## src/rtl/fx_glide_pkg.sv

```systemverilog
// Shared constants for the glide effect: FSM state encodings, glide direction and tick dividers.
package fx_glide_pkg;

  localparam logic [1:0] ST_IDLE  = 2'd0;
  localparam logic [1:0] ST_DIV   = 2'd1;
  localparam logic [1:0] ST_GLIDE = 2'd2;

  localparam int TICK_DIV_IMPL = 3187500;
  localparam int TICK_DIV_SIM  = 4;

  typedef enum logic {
    DIR_DOWN = 1'b0,
    DIR_UP   = 1'b1
  } dir_e;

endpackage

```

## src/rtl/fx_glide_if.sv

```systemverilog
// Note-event bus between the note decoder (master) and the glide effect (slave).
interface fx_glide_if #(
  parameter int NOTE_W  = 6,
  parameter int STEPS_W = 8
);
  logic               i_en;
  logic [NOTE_W-1:0]  i_note_in;
  logic               i_note_valid;
  logic [STEPS_W-1:0] i_glide_steps;
  logic [NOTE_W-1:0]  o_note_out;
  logic               o_busy;

  modport master (
    output i_en, i_note_in, i_note_valid, i_glide_steps,
    input  o_note_out, o_busy
  );

  modport slave (
    input  i_en, i_note_in, i_note_valid, i_glide_steps,
    output o_note_out, o_busy
  );
endinterface

```

## src/rtl/fx_glide_div.sv

```systemverilog
// Restoring unsigned divider, one quotient bit per cycle; o_done pulses for one cycle with the result.
module glide_div #(
  parameter int DW = 14,
  parameter int SW = 8
) (
  input  logic          clk50mhz,
  input  logic          rst,
  input  logic          i_start,
  input  logic          i_abort,
  input  logic [DW-1:0] i_dividend,
  input  logic [SW-1:0] i_divisor,
  output logic [DW-1:0] o_quotient,
  output logic          o_done
);
  localparam int CW = $clog2(DW + 1);

  logic [SW-1:0] r_rem;
  logic [DW-1:0] r_quo;
  logic [SW-1:0] r_div;
  logic [CW-1:0] r_cnt;
  logic          r_run;
  logic          r_done;

  logic [SW:0] w_shift;
  logic [SW:0] w_trial;
  logic        w_ge;

  assign w_shift = {r_rem, r_quo[DW-1]};
  assign w_ge    = w_shift >= {1'b0, r_div};
  assign w_trial = w_shift - {1'b0, r_div};

  // The partial remainder always stays below the divisor, so SW bits hold it after each step.
  always_ff @(posedge clk50mhz) begin
    if (rst) begin
      r_rem  <= '0;
      r_quo  <= '0;
      r_div  <= '0;
      r_cnt  <= '0;
      r_run  <= 1'b0;
      r_done <= 1'b0;
    end else begin
      r_done <= 1'b0;
      if (i_abort) begin
        r_run <= 1'b0;
      end else if (i_start) begin
        r_rem <= '0;
        r_quo <= i_dividend;
        r_div <= i_divisor;
        r_cnt <= CW'(DW);
        r_run <= 1'b1;
      end else if (r_run) begin
        r_rem <= w_ge ? w_trial[SW-1:0] : w_shift[SW-1:0];
        r_quo <= {r_quo[DW-2:0], w_ge};
        r_cnt <= r_cnt - 1'b1;
        if (r_cnt == CW'(1)) begin
          r_run  <= 1'b0;
          r_done <= 1'b1;
        end
      end
    end
  end

  assign o_quotient = r_quo;
  assign o_done     = r_done;
endmodule

```

## src/rtl/fx_glide.sv

```systemverilog
// Portamento effect: walks a fixed-point pitch position toward each new target note, one step per tick.
module fx_glide
  import fx_glide_pkg::*;
#(
  parameter int NOTE_W   = 6,
  parameter int FRAC_W   = 8,
  parameter int STEPS_W  = 8,
  parameter int TICK_DIV = TICK_DIV_IMPL
) (
  input logic       clk50mhz,
  input logic       rst,
  fx_glide_if.slave bus
);
  localparam int PW  = NOTE_W + FRAC_W;
  localparam int PSW = (TICK_DIV > 1) ? $clog2(TICK_DIV) : 1;

  logic [PSW-1:0]    r_presc;
  logic [PW-1:0]     r_pos;
  logic [PW-1:0]     r_step;
  logic [NOTE_W-1:0] r_target;
  dir_e              r_dir;
  logic [1:0]        r_state;
  logic              r_first;

  logic              w_tick;
  logic [PW:0]       w_round_sum;
  logic [NOTE_W-1:0] w_round;
  logic [PW-1:0]     w_new_pos;
  logic [PW-1:0]     w_tgt_pos;
  logic              w_new_up;
  logic [PW-1:0]     w_dividend;
  logic [PW:0]       w_up_sum;
  logic [PW-1:0]     w_down_gap;
  logic              w_idle_ev;
  logic              w_retrig;
  logic              w_jump;
  logic              w_start;
  logic              w_abort;
  logic [PW-1:0]     w_quo;
  logic              w_done;

  assign w_tick = (r_presc == PSW'(TICK_DIV - 1));

  always_ff @(posedge clk50mhz) begin
    if (rst || w_tick) r_presc <= '0;
    else               r_presc <= r_presc + 1'b1;
  end

  // Round to nearest note; only a position above the top note plus one half can carry out.
  assign w_round_sum = {1'b0, r_pos} + (PW+1)'(1 << (FRAC_W - 1));
  assign w_round     = w_round_sum[PW] ? '1 : w_round_sum[PW-1:FRAC_W];

  assign w_new_pos  = {bus.i_note_in, {FRAC_W{1'b0}}};
  assign w_tgt_pos  = {r_target, {FRAC_W{1'b0}}};
  assign w_new_up   = w_new_pos > r_pos;
  assign w_dividend = w_new_up ? (w_new_pos - r_pos) : (r_pos - w_new_pos);
  assign w_up_sum   = {1'b0, r_pos} + {1'b0, r_step};
  assign w_down_gap = r_pos - w_tgt_pos;

  assign w_idle_ev = bus.i_en && bus.i_note_valid && (r_state == ST_IDLE);
  assign w_retrig  = bus.i_en && bus.i_note_valid && (r_state != ST_IDLE) && (bus.i_note_in != r_target);
  assign w_jump    = (w_idle_ev && (r_first || bus.i_glide_steps == '0))
                   || (w_retrig && bus.i_glide_steps == '0);
  assign w_start   = !w_jump && ((w_idle_ev && bus.i_note_in != w_round) || w_retrig);
  assign w_abort   = !bus.i_en || w_jump;

  glide_div #(
    .DW(PW),
    .SW(STEPS_W)
  ) u_div (
    .clk50mhz   (clk50mhz),
    .rst        (rst),
    .i_start    (w_start),
    .i_abort    (w_abort),
    .i_dividend (w_dividend),
    .i_divisor  (bus.i_glide_steps),
    .o_quotient (w_quo),
    .o_done     (w_done)
  );

  // A note event outranks a coincident tick, so that tick's step is simply dropped.
  always_ff @(posedge clk50mhz) begin
    if (rst) begin
      r_pos    <= '0;
      r_step   <= '0;
      r_target <= '0;
      r_dir    <= DIR_DOWN;
      r_state  <= ST_IDLE;
      r_first  <= 1'b1;
    end else if (!bus.i_en) begin
      r_pos   <= '0;
      r_state <= ST_IDLE;
      r_first <= 1'b1;
    end else if (w_jump) begin
      r_pos   <= w_new_pos;
      r_state <= ST_IDLE;
      r_first <= 1'b0;
    end else if (w_start) begin
      r_target <= bus.i_note_in;
      r_dir    <= w_new_up ? DIR_UP : DIR_DOWN;
      r_state  <= ST_DIV;
    end else begin
      case (r_state)
        ST_DIV: begin
          if (w_done) begin
            r_step  <= (w_quo == '0) ? PW'(1) : w_quo;
            r_state <= ST_GLIDE;
          end
        end
        ST_GLIDE: begin
          if (w_tick) begin
            if (r_dir == DIR_UP) begin
              if (w_up_sum >= {1'b0, w_tgt_pos}) begin
                r_pos   <= w_tgt_pos;
                r_state <= ST_IDLE;
              end else begin
                r_pos <= w_up_sum[PW-1:0];
              end
            end else begin
              if (w_down_gap <= r_step) begin
                r_pos   <= w_tgt_pos;
                r_state <= ST_IDLE;
              end else begin
                r_pos <= r_pos - r_step;
              end
            end
          end
        end
        default: r_state <= ST_IDLE;
      endcase
    end
  end

  assign bus.o_note_out = w_round;
  assign bus.o_busy     = (r_state != ST_IDLE);
endmodule

```

## src/flat_wrapper.sv

```systemverilog
// flat-port wrapper written by rule: the top's interface ports become plain ports
module fx_glide_flat import fx_glide_pkg::*;
#(
  parameter int NOTE_W   = 6,
  parameter int FRAC_W   = 8,
  parameter int STEPS_W  = 8,
  parameter int TICK_DIV = TICK_DIV_IMPL
)
  (clk50mhz, rst, bus_i_en, bus_i_note_in, bus_i_note_valid, bus_i_glide_steps, bus_o_note_out, bus_o_busy);
  fx_glide_if #(.NOTE_W(NOTE_W), .STEPS_W(STEPS_W)) bus_i ();
  input logic clk50mhz;
  input logic rst;
  input wire logic [$bits(bus_i.i_en)-1:0] bus_i_en;
  input wire logic [$bits(bus_i.i_note_in)-1:0] bus_i_note_in;
  input wire logic [$bits(bus_i.i_note_valid)-1:0] bus_i_note_valid;
  input wire logic [$bits(bus_i.i_glide_steps)-1:0] bus_i_glide_steps;
  output wire logic [$bits(bus_i.o_note_out)-1:0] bus_o_note_out;
  output wire logic [$bits(bus_i.o_busy)-1:0] bus_o_busy;
  assign bus_i.i_en = bus_i_en;
  assign bus_i.i_note_in = bus_i_note_in;
  assign bus_i.i_note_valid = bus_i_note_valid;
  assign bus_i.i_glide_steps = bus_i_glide_steps;
  assign bus_o_note_out = bus_i.o_note_out;
  assign bus_o_busy = bus_i.o_busy;
  fx_glide #(.NOTE_W(NOTE_W), .FRAC_W(FRAC_W), .STEPS_W(STEPS_W), .TICK_DIV(TICK_DIV)) u_core (.clk50mhz(clk50mhz), .rst(rst), .bus(bus_i));
endmodule
```

## config.mk

```make
export PLATFORM = sky130hd
export DESIGN_NAME = fx_glide_flat
export DESIGN_NICKNAME = d
export VERILOG_FILES = /design/src/rtl/fx_glide_pkg.sv /design/src/rtl/fx_glide_if.sv /design/src/rtl/fx_glide_div.sv /design/src/rtl/fx_glide.sv /design/src/flat_wrapper.sv
export SDC_FILE = /design/constraint.sdc
export NUM_CORES = 1
export LEC_CHECK = 0
export BUFFER_PORTS_ARGS = -buffer_cell sky130_fd_sc_hd__buf_2
export CORE_MARGIN = 5
export CORE_UTILIZATION = 50
export CTS_CLUSTER_DIAMETER = 60
export DETAILED_ROUTE_END_ITERATION = 16
export GPL_TIMING_DRIVEN = 0
export PLACE_DENSITY_LB_ADDON = 0.05
export SKIP_LAST_GASP = 1
export SLEW_MARGIN = 20
export SYNTH_ARGS = -nofsm -noshare
export SYNTH_HDL_FRONTEND = slang
export SYNTH_SLANG_ARGS = --single-unit
```

## constraint.sdc

```tcl
create_clock -name clk50mhz -period 12.1 [get_ports clk50mhz]
set_clock_uncertainty 0.1 [all_clocks]
set_input_delay 1.21 -clock clk50mhz [delete_from_list [all_inputs] [get_ports clk50mhz]]
set_output_delay 1.21 -clock clk50mhz [all_outputs]
set_load 0.01 [all_outputs]
```

=== Yosys cells after proc, flatten, opt, wreduce, memory -nomap -nowiden ===
Cells that the tools add are included.

* Logic and storage cells: 112
* Bits in latches: 0
* ROM bits: 0
* Memories kept: 0
* Register bits after elaboration: 96
* Bits in writable memories: 0

* Shift operators: 0
* Order comparisons: 4
* Bitwise logic cells: 5
* $add $sub $neg: 9
* Multiply operators: 0
* Eq/ne operators: 15
* Divide/modulo/power cells: 0
* Reduce and logical (&&, ||, !) cells: 35
* Mux-type cells: 29

{| class="wikitable"
|+ Operators by type and width
! operator !! number
|-
| $mux W14 || 11
|-
| $sub A14 B14 Y14 || 4
|-
| $mux W8 || 3
|-
| $add A22 B1 Y22 const B || 1
|-
| $eq A22 B22 Y1 const B || 1
|-
| $add A14 B14 Y15 || 1
|-
| $add A14 B8 Y15 const B || 1
|-
| $ge A15 B14 Y1 || 1
|-
| $gt A14 B14 Y1 || 1
|-
| $le A14 B14 Y1 || 1
|-
| $logic_not A14 Y1 || 1
|-
| $ne A6 B6 Y1 || 2
|-
| $mux W2 || 5
|-
| $ge A9 B8 Y1 || 1
|-
| $reduce_and A3 Y1 || 3
|-
| $logic_and A1 B1 Y1 || 8
|-
| $logic_not A8 Y1 || 1
|-
| $mux W4 || 2
|-
| $reduce_and A4 Y1 || 2
|-
| $reduce_bool A2 Y1 || 4
|-
| $reduce_or A4 Y1 || 2
|-
| $sub A8 B8 Y8 || 1
|-
| $mux W1 || 6
|-
| $mux W6 || 1
|-
| 20 further kinds || 33
|}

=== Longest topological paths before layout ===
* Word-level depth: 9
* Mapped depth: 19
* Gate-level depth less buffers: 17

=== Cells and area by module ===
Synthesis repeated with hierarchy kept, for this count alone.

* Cell total of the unflattened synthesis: 975
* Area, all modules: 7746.2 sq um

{| class="wikitable"
|+ By module, submodules not included
! module !! cells each !! times used !! seq. area each (sq um) !! area each (sq um)
|-
| fx_glide || 741 || 1 || 1201.2 || 5806.8
|-
| glide_div || 234 || 1 || 720.7 || 1939.4
|}

=== Worst setup path before layout ===
OpenSTA, ideal clock, no wires.

* Path kind: flip-flop to flip-flop
* From: register u_core.r_step[5]
* To: register u_core.r_pos[12]
* Arrival time: 3.953 ns
* Cell stages (with the launch flop): 19
* Slack: 7.930 ns
* Setup time: 0.117 ns
* Required time: 11.883 ns
* Path buffers: 2
* Clock period less this slack: 4.170 ns
* Path through: dfxtp_1 > inv_1 > ha_1 > clkbuf_1 > a221oi_1 > o22a_1 > a21oi_1 > o21bai_1 > xnor2_1 > ha_1 > inv_1 > a2111oi_0 > nand3_1 > a2111o_1 > a2111o_1 > and2_1 > buf_2 > or3_1 > a22o_1

* Word-level cells in the longest chain between the ends: 8

{| class="wikitable"
|+ RTL lines
! item !! RTL line !! RTL
|-
| start: declaration || fx_glide.sv:19 || <nowiki>logic [PW-1:0] r_step;</nowiki>
|-
| start signal: assignment || fx_glide.sv:106 || <nowiki>r_step <= (w_quo == '0) ? PW'(1) : w_quo;</nowiki>
|-
| $add A14 B14 Y15 || fx_glide.sv:57 || <nowiki>assign w_up_sum = {1'b0, r_pos} + {1'b0, r_step};</nowiki>
|-
| $ge A15 B14 Y1 || fx_glide.sv:113 || <nowiki>if (w_up_sum >= {1'b0, w_tgt_pos}) begin</nowiki>
|-
| $mux W14 || fx_glide.sv:113 ||
|-
| $mux W14 (*) || fx_glide.sv:112 || <nowiki>if (r_dir == DIR_UP) begin</nowiki>
|-
| $mux W14 (*) || fx_glide.sv:111 || <nowiki>if (w_tick) begin</nowiki>
|-
| $mux W14 (*) || fx_glide.sv:103 || <nowiki>case (r_state)</nowiki>
|-
| $mux W14 (*) || fx_glide.sv:98 || <nowiki>end else if (w_start) begin</nowiki>
|-
| $mux W14 (*) || fx_glide.sv:94 || <nowiki>end else if (w_jump) begin</nowiki>
|-
| end signal: assignment || fx_glide.sv:95 || <nowiki>r_pos <= w_new_pos;</nowiki>
|-
| end signal: assignment || fx_glide.sv:114 || <nowiki>r_pos <= w_tgt_pos;</nowiki>
|-
| end signal: assignment || fx_glide.sv:117 || <nowiki>r_pos <= w_up_sum[PW-1:0];</nowiki>
|-
| end: declaration || fx_glide.sv:18 || <nowiki>logic [PW-1:0] r_pos;</nowiki>
|}

Every way passes the cells marked *; elsewhere a longest branch is shown, timed or not. The select of a mux whose other input is x is not followed.
A chain may end at the register's enable or synchronous reset.

=== Worst setup path in the final report ===
* From: register u_core.r_pos[2]
* To: register u_core.r_pos[11]

* Word-level cells in the longest chain between the ends: 8

{| class="wikitable"
|+ RTL lines
! item !! RTL line
|-
| $add A14 B14 Y15 (tied with other cells) || fx_glide.sv:57
|-
| $ge A15 B14 Y1 (tied with other cells) || fx_glide.sv:113
|-
| $mux W14 (tied with other cells) || fx_glide.sv:113
|-
| $mux W14 or $logic_and A1 B1 Y1 (tied branches) || fx_glide.sv:112, fx_glide.sv:64
|-
| $mux W14 or $logic_or A1 B1 Y1 (tied branches) || fx_glide.sv:111, fx_glide.sv:64
|-
| $mux W14 or $logic_and A1 B1 Y1 (tied branches) || fx_glide.sv:103, fx_glide.sv:64
|-
| $mux W14 or $ne A2 B1 Y1 (tied branches) || --
|-
| $mux W14 or $reduce_and A3 Y1 (tied branches) || --
|}

Several ways; a longest one is shown, not always the timed one. The select of a mux whose other input is x is not followed.

==> run_results.csv <==
group,metric,value,unit
floorplanning,floorplan.core_area,0.0151,sq mm
detailed_routing,drt.antenna.violating_nets,0,
global_routing,grt_pass1_vias,6827,
sta,finalCriticalPeriod,4.92,ns
clock_network,cts_made_buffers,9,
global_routing,globalRouteTotalUtil,0.253,
power_and_ir_drop,power_switching,221,uW
sta,finalSetupTns,0,ns
floorplanning,die-area,0.0178,sq mm
power_and_ir_drop,vdd.ir_drop.worst,0.0730,mV
synth,async_flop_share,0,
detailed_routing,viasPerCell,5.92,
power_and_ir_drop,powerDensity,89.5,mW/mm^2
setup_path,cp-start-kind,"flop",
synth,synth.ff_latch_count,96,
detailed_routing,wl_met2,9.58,mm
floorplanning,initial_cell_density_of_the_core,0.505,
power_and_ir_drop,power_report.internal_total,518,uW
clock_network,post-cts-setup-buffers,0,
layout,layout.nets,1124,
synth,dominantRegCellSynth,"sky130_fd_sc_hd__dfxtp_1",
floorplanning,chipHeight,133,um
place,finalWeightedCongestion,0.899,
clock_network,tritoncts,"built",
clock_network,post_cts_resized,0,
floorplanning,num_ports,25,
sta,maximum_clock_rate,0.203,GHz
synth,synth_nets,1090,
synth,yosys.cell_types.count,78,
sta,grt_setup_unrepaired,"no",
clock_network,insertion_delay,0.36,ns
outcome,status,"finished clean",
setup_path,critPathArrivalTime,5.06,ns
detailed_routing,met1Wirelength,10.7,mm
detailed_routing,average_routed_wire_per_standard_cell,18.1,um
sta,timing.final.crit_share,0.407,
sta,timing.final.max_slew_violations,0,
setup_path,cp-end-kind,"flop",
power_and_ir_drop,clockPowerShare,0.369,
synth,mappedNetlistArea,0.00762,sq mm
clock_network,cts_hold_repair.buffers,0,
layout,drive_gt1_frac,0.0712,
setup_path,critical_path_required,12.23,ns
power_and_ir_drop,cellLeakagePower,0.00344,uW
layout,diode_insertion_count_for_antenna_repair,0,
place,port-buffer-count,23,
sta,worst_slew_margin_rel,0.392,
detailed_routing,drc_errors,0,
clock_network,clock-root-buffer,"sky130_fd_sc_hd__clkbuf_16",
detailed_routing,routed_met3_length,1.33,mm
clock_network,cts.reportedPaths.clkPinSlew,0.07,ns
sta,timing.final.hold_violations,0,
detailed_routing,routed.top_layer,"met4",
synth,synth_cells,1000,
clock_network,clock_sink_count,96,
synth,synth-warning-count,0,
hold_path,timing.hold.worst.class,"flop to flop",
global_routing,grt_pass1_wl,36.3,mm
power_and_ir_drop,power.share.switching,0.299,
global_routing,antenna_found_initial,0,
floorplanning,die_width,133,um
detailed_routing,detailedRoute.firstIterationViolations,607,
global_routing,grt_start_max_net_pins,16,
synth,synth.yosys.seq_area_share,0.252,
layout,final.fill_count,1514,
clock_network,ctsHtreeMaxLevel,3,
setup_path,setup.worst_path.class,"flop to flop",
detailed_routing,routed_wirelength,22.2,mm
detailed_routing,route.vias.total,7269,
detailed_routing,drtPass1Iterations,5,
sta,worstMarginPinSlew,0.889,ns
run,max_capacitance_violation_count,0,
power_and_ir_drop,share_seq_of_total_power,0.441,
global_routing,gr-total-overflow,0,
sta,setup_viol,0,
clock_network,max-clock-path-buffers,2,
floorplanning,placementRows,45,
synth,postSynthAreaPerCell,7.62,sq um
layout,syn_to_final_growth,8.21,%
place,place_hpwl,17.4,mm
power_and_ir_drop,pwr-share-comb,0.190,
layout,final_util,0.547,
setup_path,crit_path_max_fanout,9,
synth,count_of_flip_flops_with_a_built_in_enable_after_synthesis,0,
[through the flow]
stage / std cells / hold slack [ns] / setup WS [ns] / power (uW) / area (sq um)
after floorplan: 1000 / 0.330 / 7.93 / 430 / 7620
after global placement: 1211 / 0.341 / 7.24 / 470 / 7970
after detailed placement: 1211 / 0.351 / 7.25 / 471 / 7970
after CTS: 1227 / 0.360 / 7.22 / 743 / 8250
after global routing: 1227 / 0.376 / 6.87 / 775 / 8250
final: 1227 / 0.358 / 7.18 / 739 / 8250
[metal layers]
metal,GRT usage,vias up
li1,-,3615
met1,0.365,3399
met2,0.390,211
met3,0.0385,44
met4,0.0771,0
met5,0,-
[cell families after synthesis]
logic type                 count (synthesis)  synth area share
and+or+nand+nor                          378             0.245
AOI/OAI and AO/OA                        246             0.212
buffers and inverters                    124            0.0656
DFF                                       96             0.252
adders and majority gates                 72             0.123
xor gates and xnor gates                  57            0.0655
muxes                                     27            0.0364
[worst paths after layout]
| check | start | to | slack (ns) | depth (start not counted) |
|---|---|---|---|---|
| worst min-delay path | u_core.u_div.r_rem[7] | u_core.u_div.r_rem[7] | 0.36 | 2 |
| worst max register to register | u_core.r_pos[2] | u_core.r_pos[11] | 7.18 | 18 |
| worst min register to register | u_core.u_div.r_rem[7] | u_core.u_div.r_rem[7] | 0.36 | 2 |
| worst max-delay path | u_core.r_pos[2] | u_core.r_pos[11] | 7.18 | 18 |
[power groups by stage]
stage	clock network, uW	registers, uW	logic, uW
5_1_grt	293	326	156
3_5_place_dp	0	333	138
4_1_cts	279	326	138
3_3_place_gp	0	333	137
2_1_floorplan	0	331	99.4
6_report	272	326	140
[synthesized netlist by cell type (6+ instances only)]
cell / instances / area share
sky130_fd_sc_hd__a211oi_1: 16 / 0.016
sky130_fd_sc_hd__a21o_1: 9 / 0.0089
sky130_fd_sc_hd__a21oi_1: 75 / 0.049
sky130_fd_sc_hd__a221oi_1: 8 / 0.0092
sky130_fd_sc_hd__a31oi_1: 10 / 0.0082
sky130_fd_sc_hd__and3_1: 8 / 0.0066
sky130_fd_sc_hd__and4_1: 7 / 0.0080
sky130_fd_sc_hd__buf_2: 8 / 0.0053
sky130_fd_sc_hd__clkbuf_1: 31 / 0.015
sky130_fd_sc_hd__dfxtp_1: 96 / 0.25
sky130_fd_sc_hd__ha_1: 67 / 0.11
sky130_fd_sc_hd__inv_1: 79 / 0.039
sky130_fd_sc_hd__mux2_2: 6 / 0.0089
sky130_fd_sc_hd__mux2i_1: 21 / 0.028
sky130_fd_sc_hd__nand2_1: 74 / 0.036
sky130_fd_sc_hd__nand2b_1: 12 / 0.0098
sky130_fd_sc_hd__nand3_1: 26 / 0.017
sky130_fd_sc_hd__nand4_1: 17 / 0.014
sky130_fd_sc_hd__nor2_1: 131 / 0.065
sky130_fd_sc_hd__nor2b_1: 17 / 0.014
sky130_fd_sc_hd__nor3_1: 20 / 0.013
sky130_fd_sc_hd__nor4_1: 14 / 0.011
sky130_fd_sc_hd__o211ai_1: 7 / 0.0069
sky130_fd_sc_hd__o21a_1: 6 / 0.0059
sky130_fd_sc_hd__o21ai_0: 55 / 0.036
sky130_fd_sc_hd__o31ai_1: 8 / 0.0079
sky130_fd_sc_hd__or2_2: 6 / 0.0049
sky130_fd_sc_hd__or3_1: 15 / 0.012
sky130_fd_sc_hd__xnor2_1: 35 / 0.040
sky130_fd_sc_hd__xor2_1: 22 / 0.025
[cell type report]
class | count | area (sq um) | share of cell area
clock inverter | 4 | 28.8 | 0.00349
tap | 188 | 235 | 0.0285
multi-input combinational | 780 | 5200 | 0.631
timing repair buffer | 23 | 115 | 0.0140
buffer | 45 | 204 | 0.0247
clock buffer | 12 | 246 | 0.0299
sequential | 96 | 1920 | 0.233
inverter | 79 | 297 | 0.0359
[registers in the layout, indices dropped and copies added (netlist names)]
name and flops:
u_core.r_presc 22, u_core.r_pos 14, u_core.r_step 14, u_core.u_div.o_quotient 14
u_core.u_div.r_div 8, u_core.u_div.r_rem 8, u_core.r_target 6, u_core.u_div.r_cnt 4
u_core.r_state 2, u_core.r_dir 1, u_core.r_first 1, u_core.u_div.o_done 1
u_core.u_div.r_run 1
[worst max-delay path, stage by stage, from the launching register on]
cell and delay (ns):
sky130_fd_sc_hd__dfxtp_1 0.50, sky130_fd_sc_hd__ha_1 0.29, sky130_fd_sc_hd__buf_2 0.18, sky130_fd_sc_hd__nand2b_1 0.18, sky130_fd_sc_hd__a211oi_1 0.38, sky130_fd_sc_hd__o22a_1 0.25
sky130_fd_sc_hd__a21oi_1 0.08, sky130_fd_sc_hd__o21bai_1 0.17, sky130_fd_sc_hd__xnor2_1 0.15, sky130_fd_sc_hd__ha_1 0.36, sky130_fd_sc_hd__inv_1 0.04, sky130_fd_sc_hd__a2111oi_0 0.34
sky130_fd_sc_hd__nand3_1 0.12, sky130_fd_sc_hd__a2111o_1 0.29, sky130_fd_sc_hd__a2111o_1 0.42, sky130_fd_sc_hd__and2_1 0.21, sky130_fd_sc_hd__buf_2 0.18, sky130_fd_sc_hd__a221oi_1 0.44
sky130_fd_sc_hd__o2bb2ai_1 0.13
[cells in the final DEF (no fill, tap or decap), types with 6 or more instances in the layout]
cell                        Yosys  layout
sky130_fd_sc_hd__a21o_1         9       9
sky130_fd_sc_hd__mux2i_1       21      21
sky130_fd_sc_hd__and3_1         8       8
sky130_fd_sc_hd__nand4_1       17      17
sky130_fd_sc_hd__nand2_1       74      74
sky130_fd_sc_hd__a31oi_1       10      10
sky130_fd_sc_hd__dfxtp_1       96      96
sky130_fd_sc_hd__nor2b_1       17      17
sky130_fd_sc_hd__and4_1         7       7
sky130_fd_sc_hd__a21oi_1       75      75
sky130_fd_sc_hd__inv_1         79      79
sky130_fd_sc_hd__a221oi_1       8       8
sky130_fd_sc_hd__or2_2          6       6
sky130_fd_sc_hd__clkbuf_1      31      33
sky130_fd_sc_hd__xnor2_1       35      35
sky130_fd_sc_hd__nand3_1       26      26
sky130_fd_sc_hd__nor4_1        14      14
sky130_fd_sc_hd__mux2_2         6       6
sky130_fd_sc_hd__o211ai_1       7       7
sky130_fd_sc_hd__nor2_1       131     131
sky130_fd_sc_hd__o21a_1         6       6
sky130_fd_sc_hd__ha_1          67      67
sky130_fd_sc_hd__xor2_1        22      22
sky130_fd_sc_hd__clkbuf_16      0       9
sky130_fd_sc_hd__o31ai_1        8       8
sky130_fd_sc_hd__or3_1         15      15
sky130_fd_sc_hd__buf_2          8      31
sky130_fd_sc_hd__o21ai_0       55      55
sky130_fd_sc_hd__a211oi_1      16      16
sky130_fd_sc_hd__nand2b_1      12      12
sky130_fd_sc_hd__nor3_1        20      20
(Power assumes the default switching activity.)
